<file path="src/rtl/ctrl_io_dr_pkg.sv">
// Shared dual-rail codeword constants, FSM state type and codeword helpers
// for the multi-channel control-IO block.
package ctrl_io_dr_pkg;

  // Codewords packed as {t, f}
  localparam logic [1:0] DR_SPACER  = 2'b00;
  localparam logic [1:0] DR_ONE     = 2'b10;
  localparam logic [1:0] DR_ZERO    = 2'b01;
  localparam logic [1:0] DR_INVALID = 2'b11;

  typedef enum logic [1:0] {
    PRECH = 2'd0,
    EVAL  = 2'd1,
    FAULT = 2'd2
  } state_t;

  function automatic logic is_invalid(input logic t, input logic f);
    return t & f;
  endfunction

endpackage

</file>
<file path="src/rtl/ctrl_io_dr_chan.sv">
// One dual-rail channel: direction mux, pad/fabric data registers and the
// per-channel invalid/spacer observations used by the fault logic.
module ctrl_io_dr_chan
  import ctrl_io_dr_pkg::*;
(
  input  logic i_clk,
  input  logic i_rst,
  input  logic i_dir,
  input  logic i_eval,
  input  logic i_fab_t,
  input  logic i_fab_f,
  input  logic i_pad_t,
  input  logic i_pad_f,
  output logic o_q_t,
  output logic o_q_f,
  output logic o_pad_t,
  output logic o_pad_f,
  output logic o_tri,
  output logic invalid_o,
  output logic spacer_o
);

  logic [1:0] r_q_p0;
  logic [1:0] r_pad_p0;
  logic       r_tri_p0;
  logic [1:0] w_src;

  // Stage p0: data loads only in EVAL; every other phase reloads the spacer
  always_ff @(posedge i_clk) begin
    if (i_rst) begin
      r_q_p0   <= DR_SPACER;
      r_pad_p0 <= DR_SPACER;
      r_tri_p0 <= 1'b1;
    end else begin
      r_tri_p0 <= ~i_dir;
      r_q_p0   <= (i_eval && !i_dir) ? {i_pad_t, i_pad_f} : DR_SPACER;
      r_pad_p0 <= (i_eval &&  i_dir) ? {i_fab_t, i_fab_f} : DR_SPACER;
    end
  end

  assign w_src     = i_dir ? {i_fab_t, i_fab_f} : {i_pad_t, i_pad_f};
  assign invalid_o = is_invalid(w_src[1], w_src[0]);
  // The active data register is the one fed by this channel's source
  assign spacer_o  = ((i_dir ? r_pad_p0 : r_q_p0) == DR_SPACER);

  assign o_q_t   = r_q_p0[1];
  assign o_q_f   = r_q_p0[0];
  assign o_pad_t = r_pad_p0[1];
  assign o_pad_f = r_pad_p0[0];
  assign o_tri   = r_tri_p0;

endmodule

</file>
<file path="src/rtl/ctrl_io_dr_multi.sv">
// Multi-channel dual-rail control-IO: phase FSM, fault event detection,
// saturating fault counter, F_ctrl and the sticky safe state.
module ctrl_io_dr_multi
  import ctrl_io_dr_pkg::*;
#(
  parameter int NCH     = 4,
  parameter int FCNT_W  = 4,
  parameter int FTHRESH = 3
) (
  input  logic              UserCLK,
  input  logic              rst,
  input  logic [NCH-1:0]    I_t,
  input  logic [NCH-1:0]    I_f,
  output logic [NCH-1:0]    Q_t,
  output logic [NCH-1:0]    Q_f,
  input  logic [NCH-1:0]    O_top_t,
  input  logic [NCH-1:0]    O_top_f,
  output logic [NCH-1:0]    I_top_t,
  output logic [NCH-1:0]    I_top_f,
  output logic [NCH-1:0]    T_top,
  input  logic              prech,
  input  logic              DR_fault,
  output logic              F_ctrl,
  output logic [FCNT_W-1:0] fault_cnt,
  input  logic [NCH:0]      ConfigBits
);

  localparam logic [FCNT_W-1:0] CNT_MAX = '1;
  localparam logic [FCNT_W-1:0] THRESH  = FCNT_W'(FTHRESH);

  function automatic logic [FCNT_W-1:0] sat_inc(input logic [FCNT_W-1:0] v);
    return (v == CNT_MAX) ? v : v + FCNT_W'(1);
  endfunction

  state_t            r_state_p0, w_state_nxt;
  logic [FCNT_W-1:0] r_cnt_p0;
  logic              r_fctrl_p0;
  logic [FCNT_W-1:0] w_cnt_inc;
  logic              w_eval, w_fault, w_sticky, w_event;
  logic [NCH-1:0]    w_dir, w_inv, w_spc;
  logic [NCH-1:0]    w_q_t, w_q_f, w_pad_t, w_pad_f, w_tri;

  assign w_dir    = ConfigBits[NCH-1:0];
  assign w_sticky = ConfigBits[NCH];
  assign w_eval   = (r_state_p0 == EVAL);
  assign w_fault  = (r_state_p0 == FAULT);

  for (genvar g = 0; g < NCH; g++) begin : g_chan
    ctrl_io_dr_chan u_chan (
      .i_clk     (UserCLK),
      .i_rst     (rst),
      .i_dir     (w_dir[g]),
      .i_eval    (w_eval),
      .i_fab_t   (I_t[g]),
      .i_fab_f   (I_f[g]),
      .i_pad_t   (O_top_t[g]),
      .i_pad_f   (O_top_f[g]),
      .o_q_t     (w_q_t[g]),
      .o_q_f     (w_q_f[g]),
      .o_pad_t   (w_pad_t[g]),
      .o_pad_f   (w_pad_f[g]),
      .o_tri     (w_tri[g]),
      .invalid_o (w_inv[g]),
      .spacer_o  (w_spc[g])
    );
  end

  // Any mix of causes across any channels collapses to a single event
  assign w_event   = (w_eval && |w_inv)
                   | (w_eval && prech && |w_spc)
                   | (DR_fault && !w_fault);
  assign w_cnt_inc = sat_inc(r_cnt_p0);

  always_comb begin
    w_state_nxt = r_state_p0;
    case (r_state_p0)
      PRECH:   if (!prech) w_state_nxt = EVAL;
      EVAL:    if (prech)  w_state_nxt = PRECH;
      FAULT:   w_state_nxt = FAULT;
      default: w_state_nxt = PRECH;
    endcase
    if (w_event && w_sticky && (w_cnt_inc >= THRESH)) w_state_nxt = FAULT;
  end

  // Stage p0: control state, counter and fault flag
  always_ff @(posedge UserCLK) begin
    if (rst) begin
      r_state_p0 <= PRECH;
      r_cnt_p0   <= '0;
      r_fctrl_p0 <= 1'b0;
    end else begin
      r_state_p0 <= w_state_nxt;
      if (w_event) r_cnt_p0 <= w_cnt_inc;
      r_fctrl_p0 <= w_event | (w_state_nxt == FAULT);
    end
  end

  // The safe state overrides whatever the channel registers last captured
  assign Q_t       = w_q_t   & {NCH{~w_fault}};
  assign Q_f       = w_q_f   & {NCH{~w_fault}};
  assign I_top_t   = w_pad_t & {NCH{~w_fault}};
  assign I_top_f   = w_pad_f & {NCH{~w_fault}};
  assign T_top     = w_tri   | {NCH{w_fault}};
  assign F_ctrl    = r_fctrl_p0;
  assign fault_cnt = r_cnt_p0;

endmodule

</file>
<file path="config.mk">
export PLATFORM = sky130hd
export DESIGN_NAME = ctrl_io_dr_multi
export DESIGN_NICKNAME = d
export VERILOG_FILES = /design/src/rtl/ctrl_io_dr_pkg.sv /design/src/rtl/ctrl_io_dr_chan.sv /design/src/rtl/ctrl_io_dr_multi.sv
export SDC_FILE = /design/constraint.sdc
export NUM_CORES = 1
export LEC_CHECK = 0
export ABC_CLOCK_PERIOD_IN_PS = 3030
export CORE_MARGIN = 10
export CORE_UTILIZATION = 45
export DETAILED_ROUTE_END_ITERATION = 6
export PLACE_DENSITY_LB_ADDON = 0.2
export SLEW_MARGIN = 20
export SYNTH_ARGS = -nofsm -noshare
export SYNTH_HDL_FRONTEND = slang
export SYNTH_SLANG_ARGS = --single-unit
</file>
<file path="constraint.sdc">
create_clock -name UserCLK -period 3.03 [get_ports UserCLK]
set_input_delay 0.606 -clock UserCLK [delete_from_list [all_inputs] [get_ports UserCLK]]
set_output_delay 0.606 -clock UserCLK [all_outputs]
set_load 0.05 [all_outputs]
</file>
==> metrics.cfg <==
[worst_setup_path]
timing.reg2reg.setup_slack_ns=1.31
arrival_ns=2.07
crit_type=register to output pin
crit_path_top_delay_cell=clkdlybuf4s50_1
critPathMaxStageDelay_ns=0.82
r2r-start=r_state_p0[0]$_SDFF_PP0_
reg2reg_to=fault_cnt[3]$_SDFFE_PP0P_
path_buf_inv=1
path_cells=nand2b_2, and2_1, clkdlybuf4s50_1
start_kind=register
crit_path_max_fanout=23
crit_path_end_kind=output pin
critical_path.top_delay_family=buffers and inverters
required_ns=2.42
r2r_cells=5

[yosys]
ys_types=29
yosys_warnings=0
synth_seq_cells=27
syn_area_um2=1230
yosys.area.top_type=dfxtp_1
synth_top_area_share_pct=44.1
seq_area_frac_synth_pct=44.1
syn_inst=132
synth_nets=158
synth.area.top_cells=dfxtp_1, and2_1, nor3b_1, nand2_1, a21oi_1
syn_area_per_cell_um2=9.29

[global_routing]
grt_pass1_wl_mm=5.18
overflow=0
grt_usage_pct=12.0
grt_pass1_vias=1115
antenna_found_initial=0
grt_max_degree=24

[hold_path]
min_path_type=register to register
worstHoldStart=r_state_p0[1]$_SDFF_PP0_
hold_end=r_state_p0[0]$_SDFF_PP0_
whs_path_depth=1

[clock_network]
cts.clk_slew.worst_paths_ns=0.14
root_buffer=clkbuf_4
numCtsBuffers=3
h-tree-depth=1
cts_tree=built
cts_max_path_buffers=2
cts_sinks=27
clkLatencyLatePin_ns=0.32
ctsHoldBuffers=0

[drt]
drt_iter0_drc=40
num_vias=1097
dr.pass1.iters=4
wl_per_cell_um=15.3
antenna_left=0
drc=0
vias_per_cell=5.25
wl_mm=3.20

[sta]
post-route-period-util_pct=88.3
finalMaxSlewViolations=0
setup_viol=0
worst_slew_pin_slew_ns=0.517
holdWs_ns=0.517
totalNegativeSetupSlack_ns=0
fmax_ghz=0.374
min_period_ns=2.67
hold_viol_final=0
rsz0062_at_grt=false
relSlewSlack_pct=65.4
clock_skew_ns=0.00171

[cells_and_area]
nFillCells=217
areaGrowthSynthToFinish_pct=41.1
n_antenna_cell=0
final_common_cell=clkdlybuf4s50_1
nets=206
final_cell_mix=clkdlybuf4s50_1, dfxtp_1, and2_1
drive_gt1_share_pct=6.70

[outcome]
status=complete, no violations

[die]
start_util_pct=48.2
die_h_um=72.2
dieArea_um2=5210
die_x_um=72.2
row_count=18
fp.coreArea_um2=2540
pin_count=50

[place]
io_buffers=49
hpwl_mm=2.53
routabilityCongestion=0.717

[power]
p_leak_nw=0.678
p_per_area_nw_per_um2=428
ir_drop_v=0.000397

[run]
cap_violations=0

==> flip-flops by register name, indices dropped and copies added, names as in the netlist <==
signal / count
g_chan.u_chan.r_pad_p0: 8
g_chan.u_chan.r_q_p0: 8
g_chan.u_chan.o_tri: 4
fault_cnt: 4
F_ctrl: 1
r_state_p0: 2
==> worst max path at each step <==
stage | start | endpoint | cells past startpoint
after detailed placement | ConfigBits[0] | fault_cnt[3]$_SDFFE_PP0P_ | 7
after global routing | r_state_p0[0]$_SDFF_PP0_ | I_top_f[2] | 3
after global placement | r_state_p0[0]$_SDFF_PP0_ | I_top_f[2] | 3
after floorplan | ConfigBits[1] | fault_cnt[3]$_SDFFE_PP0P_ | 7
after CTS | r_state_p0[0]$_SDFF_PP0_ | I_top_f[2] | 3
final | r_state_p0[0]$_SDFF_PP0_ | I_top_f[2] | 3
==> metrics by stage <==
stage,worst slack [ns],area (um^2),util [%],cells,power [W]
floorplan,1.18,1230,-,132,0.000517
global placement,0.559,1700,66.9,205,0.000587
detailed placement,0.458,1700,66.9,205,0.000592
CTS,0.107,1730,67.9,209,0.000744
global route,0.258,1730,68.0,209,0.000774
finish,0.355,1730,68.0,209,0.000741
==> routing by layer <==
layer / track usage [%] / vias up / share of wire [%]
met2: 20.1 / 36 / 46
li1: - / 552 / -
met3: 4.49 / 5 / 8.5
met4: 4.52 / 0 / 1.5
met5: 0 / - / 0
met1: 13.5 / 504 / 44
==> synth_stat cells <==
cell	instances
dfxtp_1	27
nand3_1	7
and3_1	8
inv_1	3
nor3_2	3
nor3_1	2
a41o_1	1
a21o_1	1
nor2b_1	1
and2_0	1
and2_1	16
nor2_1	4
and4b_1	1
a41oi_1	1
a21oi_1	10
nor4b_2	1
o21ai_1	2
and4_4	1
nand2b_1	5
nand2_1	14
o21ai_0	3
ha_1	1
a311oi_1	1
o41ai_4	1
buf_6	4
nand3_2	1
clkbuf_1	2
nor3b_1	9
o211ai_4	1
==> repair_timing <==
action	CTS	global route
gates resized for setup	0	1
buffers inserted	0	0
setup endpoints to repair	0	2
==> power breakdown <==
part | total (W) | leakage [nW] | switching, W | internal, W
logic | 0.000202 | 0.443 | 0.000118 | 0.0000845
clock network | 0.000156 | 0.0150 | 0.000105 | 0.0000516
registers | 0.000383 | 0.220 | 0.0000114 | 0.000371
total | 0.000741 | 0.678 | 0.000234 | 0.000508
==> kinds of logic (layout without fill, tap and decap cells) <==
kind of cell / Yosys count / count (layout) / synth area share (%)
buffers and inverters: 9 / 56 / 5.20
AOI/OAI and AO/OA: 21 / 21 / 13.0
DFF: 27 / 27 / 44.1
and+or+nand+nor: 74 / 74 / 36.7
adders and majority gates: 1 / 1 / 1.02
==> cell type report <==
type / count / area (um^2) / share of cell area (%)
Inverter: 3 / 11.3 / 0.651
Tap cell: 30 / 37.5 / 2.17
Timing Repair Buffer: 49 / 490 / 28.3
Sequential cell: 27 / 541 / 31.2
Multi-Input combinational cell: 96 / 624 / 36.1
Clock buffer: 4 / 26.3 / 1.52
Power figures use the tool's default switching activity.
